File: src/rtl/top_level_fpga.sv
// Eight-digit multiplexed seven-segment driver showing a free-running 32-bit counter in hex.
// Two independent prescalers: one advances the value, the other steps the scanned digit.
module top_level_fpga #(
    parameter int TICK_DIV    = 5000000,
    parameter int REFRESH_DIV = 5000
) (
    input  logic       Clk,
    input  logic       Reset,
    output logic [6:0] out7,
    output logic [7:0] en_out
);

    localparam int TW = (TICK_DIV > 1) ? $clog2(TICK_DIV) : 1;
    localparam int RW = (REFRESH_DIV > 1) ? $clog2(REFRESH_DIV) : 1;
    localparam logic [TW-1:0] TICK_LAST = TW'(TICK_DIV - 1);
    localparam logic [RW-1:0] REF_LAST  = RW'(REFRESH_DIV - 1);

    logic [TW-1:0] tick_cnt_q, tick_cnt_d;
    logic [RW-1:0] ref_cnt_q, ref_cnt_d;
    logic [31:0]   val_q, val_d;
    logic [2:0]    idx_q, idx_d;
    logic [3:0]    nibble;

    always_comb begin
        tick_cnt_d = tick_cnt_q + 1'b1;
        val_d      = val_q;
        ref_cnt_d  = ref_cnt_q + 1'b1;
        idx_d      = idx_q;
        if (tick_cnt_q == TICK_LAST) begin
            tick_cnt_d = '0;
            val_d      = val_q + 32'd1;
        end
        // idx is 3 bits, so 7 + 1 wraps to digit 0 without extra logic.
        if (ref_cnt_q == REF_LAST) begin
            ref_cnt_d = '0;
            idx_d     = idx_q + 3'd1;
        end
    end

    always_ff @(posedge Clk or posedge Reset) begin
        if (Reset) begin
            tick_cnt_q <= '0;
            ref_cnt_q  <= '0;
            val_q      <= '0;
            idx_q      <= '0;
        end else begin
            tick_cnt_q <= tick_cnt_d;
            ref_cnt_q  <= ref_cnt_d;
            val_q      <= val_d;
            idx_q      <= idx_d;
        end
    end

    // Outputs decode registered state only, so the anode and segment drives stay aligned.
    always_comb begin
        nibble = val_q[{idx_q, 2'b00} +: 4];
        en_out = ~(8'b0000_0001 << idx_q);
    end

    always_comb begin
        out7 = 7'h7F;
        case (nibble)
            4'h0: out7 = 7'h40;
            4'h1: out7 = 7'h79;
            4'h2: out7 = 7'h24;
            4'h3: out7 = 7'h30;
            4'h4: out7 = 7'h19;
            4'h5: out7 = 7'h12;
            4'h6: out7 = 7'h02;
            4'h7: out7 = 7'h78;
            4'h8: out7 = 7'h00;
            4'h9: out7 = 7'h10;
            4'hA: out7 = 7'h08;
            4'hB: out7 = 7'h03;
            4'hC: out7 = 7'h46;
            4'hD: out7 = 7'h21;
            4'hE: out7 = 7'h06;
            4'hF: out7 = 7'h0E;
            default: out7 = 7'h7F;
        endcase
    end

endmodule

File: config.mk
export PLATFORM = sky130hd
export DESIGN_NAME = top_level_fpga
export DESIGN_NICKNAME = d
export VERILOG_FILES = /design/src/rtl/top_level_fpga.sv
export SDC_FILE = /design/constraint.sdc
export NUM_CORES = 1
export LEC_CHECK = 0
export ABC_AREA = 1
export CAP_MARGIN = 20
export CORE_MARGIN = 2
export CORE_UTILIZATION = 40
export CTS_BUF_LIST = sky130_fd_sc_hd__clkbuf_8
export DETAILED_ROUTE_END_ITERATION = 12
export GPL_ROUTABILITY_DRIVEN = 0
export GPL_TIMING_DRIVEN = 0
export PLACE_DENSITY = 0.66
export RECOVER_POWER = 50
export SYNTH_ARGS = -nofsm -noshare
export SYNTH_HDL_FRONTEND = slang
export SYNTH_SLANG_ARGS = --single-unit
File: constraint.sdc
create_clock -name Clk -period 4.7 [get_ports Clk]
set_clock_uncertainty 0.05 [all_clocks]
set_input_delay 1.175 -clock Clk [delete_from_list [all_inputs] [get_ports Clk]]
set_output_delay 1.175 -clock Clk [all_outputs]
set_load 0.01 [all_outputs]
==> flow_metrics.tcl, run 1 <==
set metrics [dict create \
    crit_type "flip-flop to output port" \
    dpl.hpwl_um 8860 \
    drc 0 \
    clkSinkCount 71 \
    p_comb_frac 0.011 \
    synth_edf_count 0 \
    power.internal_mw 0.868 \
    power_mw 1.13 \
    maxCapViolations 1 \
    synth_warnings 0 \
    ys_ff_latch 71 \
    vias 4468 \
    grt_max_degree 65 \
    first_global_vias 4200 \
    grt_pass1_wl_um 20100 \
    crit_fanout 11 \
    drt-total-wl_um 11700 \
    clkTransAtPathRegs_ns 0.08 \
    min-delay-start "val_q[31]" \
    die_area_um2 13100 \
    num_rows 40 \
    cts_tree "yes" \
    synth_cell_type_count 31 \
    peakVddDrop_v 0.000136 \
    hold_violations 0 \
    cts-root-buf "clkbuf_8" \
    overflow 0 \
    drt_iter0_markers 285 \
    yosys_most_used_dff "dfrtp_1" \
    holdPathStages 2 \
    synth_top_area_share 0.364 \
    clk_latency_ns 0.38 \
    hold_class "flip-flop to flip-flop" \
    post_cts_buffers 0 \
    numCtsBuffers 9 \
    post-route-period-util 0.857 \
    fmax_mhz 248 \
    die_height_um 115 \
    final_util 0.452 \
    violations "max-capacitance violations, max-slew violations" \
    r2r-end "val_q[21]" \
    dpl-instance-area_um2 5260 \
    async_flop_share 1.00 \
    n_antenna_cell 0 \
    ant_nets 0 \
    p_sw_frac 0.234 \
    htree_levels 3 \
    ys_seq_area_frac 0.364 \
    dr.pass1.iters 4 \
    io-pin-count 17 \
    start_util 0.408 \
    antenna_found_initial 0 \
    wl_per_cell_um 12.7 \
    port_buffers 16 \
    fin_setup_tns_ns 0 \
    rsz0062_at_grt "false" \
    postCtsResizedCells 0 \
    worstSetupStartpointType "flip-flop" \
    drive_gt1_frac 0.0682 \
    final_area_um2 5400 \
    cts_hold_buffers 0 \
    holdPathEnd "val_q[31]" \
    area_delta_synth_final_pct 10.6 \
    crit_arrival_ns 2.80 \
    synth_area_um2 4880 \
    p_seq_frac 0.539 \
    clkPwrFrac 0.450 \
    crit-reg2reg-launch "tick_cnt_q[0]" \
    p_per_area_nw_per_um2 210 \
    p_switching_mw 0.265 \
    slew_viol_final 65 \
    worst_pin_slew_ns 1.61 \
    period_needed_ns 4.03 \
    core-area_um2 12000 \
    setup_viol 0 \
    rr_worst_depth 8 \
    ff2ff_setup_slack_ns 2.69 \
    relSlewSlack -0.0755 \
    synth_top_area_cell "dfrtp_1" \
    synth_nets 760 \
    dieWidth_um 115 \
    status "finished with violations" \
    track_usage 0.195 \
    crit_required_ns 3.47 \
    cts_buffer_depth 2 \
    netlist_instances 744 \
    yosys-top-cells-area "dfrtp_1, nand2_1, inv_1, nand3_1, nor2_1" \
    routed_via_density 4.84 \
    power_leakage_nw 2.69 \
    synth.avg_cell_area_um2 6.57 \
    crit_path_end_kind "output port" \
    layout.nets 788 \
]
## cell usage after synthesis, drive strengths merged (2+ instances only)
cell type / n
nor2: 95
ha: 14
nand4: 9
inv: 104
nor3: 14
o21ai: 23
nand3: 76
nand3b: 6
nand2: 285
buf: 11
a21oi: 4
or2: 4
xor2: 20
dfrtp: 71
o211ai: 2
## cell families (layout without fill, tap and decap cells)
logic type,after synthesis,after routing,synth area share
adders and majority gates,14,14,0.0359
AOI/OAI and AO/OA,29,29,0.0369
and+or+nand+nor,492,492,0.425
buffers and inverters,117,150,0.100
DFF,71,71,0.364
xor gates and xnor gates,21,21,0.0377
## placed cells by master (no fill, tap or decap), types with 3 or more instances in the layout
| master | instances |
|---|---|
| o21ai_0 | 15 |
| buf_2 | 6 |
| nand4_1 | 9 |
| inv_1 | 99 |
| nand2_1 | 282 |
| ha_1 | 14 |
| nor2_1 | 94 |
| nor3_1 | 14 |
| nand3_1 | 74 |
| a21oi_1 | 4 |
| or2_2 | 4 |
| buf_6 | 3 |
| o21ai_2 | 8 |
| xor2_1 | 20 |
| clkinv_2 | 4 |
| clkdlybuf4s50_1 | 15 |
| inv_2 | 4 |
| clkbuf_8 | 10 |
| nand3b_1 | 6 |
| nand2_2 | 3 |
| dfrtp_1 | 71 |
## worst max path at each step
stage | cells after the start | to | from | slack, ns
after floorplan | 1 | idx_q[0] | Reset | 1.68
after global placement | 2 | val_q[5] | Reset | 0.34
after detailed placement | 12 | out7[4] | idx_q[0] | 1.10
after CTS | 12 | out7[4] | idx_q[0] | 0.68
after global routing | 13 | out7[5] | idx_q[0] | 0.45
final | 12 | out7[4] | idx_q[0] | 0.67
## final cells by class
type | count | area [µm²]
Buffer | 12 | 95.1
Clock buffer | 10 | 138
Clock inverter | 6 | 60.1
Fill cell | 1248 | 6560
Inverter | 105 | 397
Multi-Input combinational cell | 556 | 2590
Sequential cell | 71 | 1780
Tap cell | 147 | 184
Timing Repair Buffer | 17 | 165
## registers in the layout (all words and copies together) (netlist names)
name and count:
val_q 32, tick_cnt_q 23, ref_cnt_q 13, idx_q 3
## per-stage QoR
| step | hold slack, ns | std cells | setup WS [ns] |
|---|---|---|---|
| 2_1_floorplan | 0.421 | 744 | 1.68 |
| 5_1_grt | 0.485 | 924 | 0.452 |
| 3_5_place_dp | 0.446 | 908 | 1.10 |
| 4_1_cts | 0.468 | 924 | 0.679 |
| 3_3_place_gp | 0.441 | 907 | 0.335 |
| 6_report | 0.464 | 924 | 0.674 |
## worst max-delay path, cell delays in order (launching register included)
cell,delay (ns)
dfrtp_1,0.42
inv_1,0.16
buf_2,0.27
nand2_1,0.08
nand3_1,0.07
nand3_1,0.10
nand2_1,0.20
inv_1,0.09
ha_1,0.23
nand3_1,0.10
nand3_1,0.08
nand2_1,0.08
clkdlybuf4s50_1,0.53
## per-layer routing
layer,vias to the layer above,share of wire,GRT usage
li1,2354,-,-
met1,2017,0.50,0.274
met2,75,0.44,0.292
met3,22,0.033,0.0302
met4,0,0.031,0.0984
met5,-,0,0
## power groups by stage
stage	registers, mW	logic (mW)	clock network, mW
floorplan	0.622	0.00890	0
global placement	0.623	0.0138	0
detailed placement	0.622	0.0172	0
CTS	0.610	0.0173	0.526
global route	0.610	0.0160	0.546
finish	0.610	0.0129	0.510
Power figures use the tool's default switching activity.
==> run 2: changes to the inputs <==
--- a/config.mk
+++ b/config.mk
@@ -11,9 +11,8 @@
 export CORE_UTILIZATION = 40
 export CTS_BUF_LIST = sky130_fd_sc_hd__clkbuf_8
 export DETAILED_ROUTE_END_ITERATION = 12
-export GPL_ROUTABILITY_DRIVEN = 0
 export GPL_TIMING_DRIVEN = 0
-export PLACE_DENSITY = 0.66
+export PLACE_DENSITY = 0.68
 export RECOVER_POWER = 50
 export SYNTH_ARGS = -nofsm -noshare
 export SYNTH_HDL_FRONTEND = slang
==> constraint.sdc (replaced) <==
create_clock -name Clk -period 3.5 [get_ports Clk]
set_clock_uncertainty 0.05 [all_clocks]
set_input_delay 0.875 -clock Clk [delete_from_list [all_inputs] [get_ports Clk]]
set_output_delay 0.875 -clock Clk [all_outputs]
set_load 0.01 [all_outputs]
==> run 2 against run 1 <==
The flow still finishes with violations (max-capacitance violations, max-slew violations); sequential power up 34%; clock-buffer cell count up 1; global-route usage down 0.44 points; design area up 2.7%; register-to-register slack worse by 1.0 ns; worst setup slack worse by 0.52 ns; critical path depth down 4; die area unchanged; non-clock buffer count up 4; via count up 0.63%; power up 42%.
==> flow_metrics.tcl, run 2 (synthesized netlist as in run 1, its figures left out) <==
set metrics [dict create \
    drive_gt1_frac 0.0922 \
    cts_tree "yes" \
    hold_violations 0 \
    vias 4496 \
    rr_worst_depth 8 \
    p_sw_frac 0.219 \
    ff2ff_setup_slack_ns 1.65 \
    antenna_found_initial 0 \
    p_switching_mw 0.354 \
    hold-worst-slack_ns 0.448 \
    start_util 0.408 \
    die_height_um 115 \
    post-route-period-util 0.957 \
    top_regs "val_q: 32 flops, tick_cnt_q: 23 flops, ref_cnt_q: 13 flops" \
    power_mw 1.61 \
    cts-root-buf "clkbuf_8" \
    holdPathStages 1 \
    p_seq_frac 0.508 \
    drt_iter0_markers 295 \
    grt_pass1_wl_um 19600 \
    seq_area_um2 1780 \
    mostFrequentLayoutCells "nand2_1, inv_1, nor2_1" \
    largest_register_ffs 32 \
    mostFrequentLayoutCell "nand2_1" \
    clkSinkCount 71 \
    core-area_um2 12000 \
    crit_arrival_ns 2.42 \
    slew_viol_final 65 \
    largest_register "val_q" \
    hold_class "flip-flop to flip-flop" \
    worst_pin_slew_ns 1.63 \
    crit_required_ns 2.57 \
    num_rows 40 \
    worstSetupStartpointType "flip-flop" \
    critPathLaunch "idx_q[0]" \
    grt_max_degree 65 \
    clk_latency_ns 0.38 \
    p_per_area_nw_per_um2 291 \
    relSlewSlack -0.0889 \
    io-pin-count 17 \
    power.internal_mw 1.26 \
    wl_per_cell_um 12.5 \
    n_antenna_cell 0 \
    setup_viol 0 \
    overflow 0 \
    maxCapViolations 1 \
    cts_hold_buffers 0 \
    dieWidth_um 115 \
    clkTransAtPathRegs_ns 0.08 \
    routed_via_density 4.84 \
    gp_congestion 0.880 \
    cts_buffer_depth 2 \
    drt-total-wl_um 11600 \
    drc 0 \
    layout.nets 792 \
    ant_nets 0 \
    rsz0062_at_grt "false" \
    r2r-end "val_q[18]" \
    crit_type "flip-flop to output port" \
    port_buffers 16 \
    fillers 1233 \
    htree_levels 3 \
    min-delay-start "tick_cnt_q[2]" \
    status "finished with violations" \
    crit_path_end_kind "output port" \
    holdPathEnd "tick_cnt_q[2]" \
    die_area_um2 13100 \
    track_usage 0.191 \
    first_global_vias 4123 \
    numCtsBuffers 9 \
    multi_input_area_um2 2640 \
    clkPwrFrac 0.481 \
    p_comb_frac 0.011 \
    fmax_mhz 299 \
    crit-reg2reg-launch "val_q[0]" \
    dpl.hpwl_um 8710 \
    violations "max-capacitance violations, max-slew violations" \
    area_delta_synth_final_pct 13.6 \
    peakVddDrop_v 0.000179 \
    period_needed_ns 3.35 \
    power_leakage_nw 2.81 \
    crit_fanout 10 \
    dr.pass1.iters 5 \
]
run 2: layout make-up:
cell class / count / area share
Clock buffer: 11 / 0.0273
Tap cell: 147 / 0.0332
Timing Repair Buffer: 21 / 0.0372
Clock inverter: 5 / 0.0144
Multi-Input combinational cell: 556 / 0.476
Buffer: 12 / 0.0194
Sequential cell: 71 / 0.320
Inverter: 105 / 0.0724
run 2: timing repair:
action | CTS | global route
buffers inserted | 1 | 3
setup endpoints to repair | 7 | 5
gates resized for setup | 9 | 14
pin swaps | 1 | 1
run 2: layer usage:
| metal | track usage | wire length [µm] | part of all wire |
|---|---|---|---|
| met5 | 0 | 0 | 0 |
| met4 | 0.0919 | 323 | 0.028 |
| met3 | 0.0344 | 413 | 0.035 |
| met2 | 0.283 | 5100 | 0.44 |
| met1 | 0.268 | 5800 | 0.50 |
run 2: worst max-delay path, stage by stage (launching register included):
cell and delay [ns]:
dfrtp_1 0.42, buf_2 0.20, nand2_1 0.09, nand3_1 0.08, nand3_1 0.26, nand2_2 0.20
nand3b_1 0.20, nand2_1 0.07, clkdlybuf4s50_1 0.53
run 2: worst max-delay path by stage:
stage               endpoint  slack (ns)  cells after the start
floorplan           idx_q[0]        0.78                      1
detailed placement   out7[2]        0.14                     12
global placement    val_q[0]       -0.56                      2
finish               out7[1]        0.15                      8
CTS                  out7[3]        0.03                     12
global route         out7[1]       0.003                      9
run 2: power by group through the flow:
stage / Clock (mW) / Sequential [mW] / Combinational [mW]
global route: 0.827 / 0.820 / 0.0218
finish: 0.776 / 0.820 / 0.0175
global placement: 0 / 0.836 / 0.0184
detailed placement: 0 / 0.836 / 0.0232
CTS: 0.796 / 0.819 / 0.0232
floorplan: 0 / 0.836 / 0.0119
run 2: per-stage QoR:
| stage | instance area [µm²] | setup TNS [ns] | cells | util | worst slack [ns] |
|---|---|---|---|---|---|
| after floorplan | 4880 | 0 | 744 | - | 0.778 |
| after global placement | 5230 | -39.30 | 907 | 0.437 | -0.558 |
| after detailed placement | 5260 | 0 | 908 | 0.440 | 0.143 |
| after CTS | 5510 | 0 | 925 | 0.461 | 0.0286 |
| after global routing | 5550 | 0 | 928 | 0.464 | 0.00270 |
| final | 5550 | 0 | 928 | 0.464 | 0.151 |
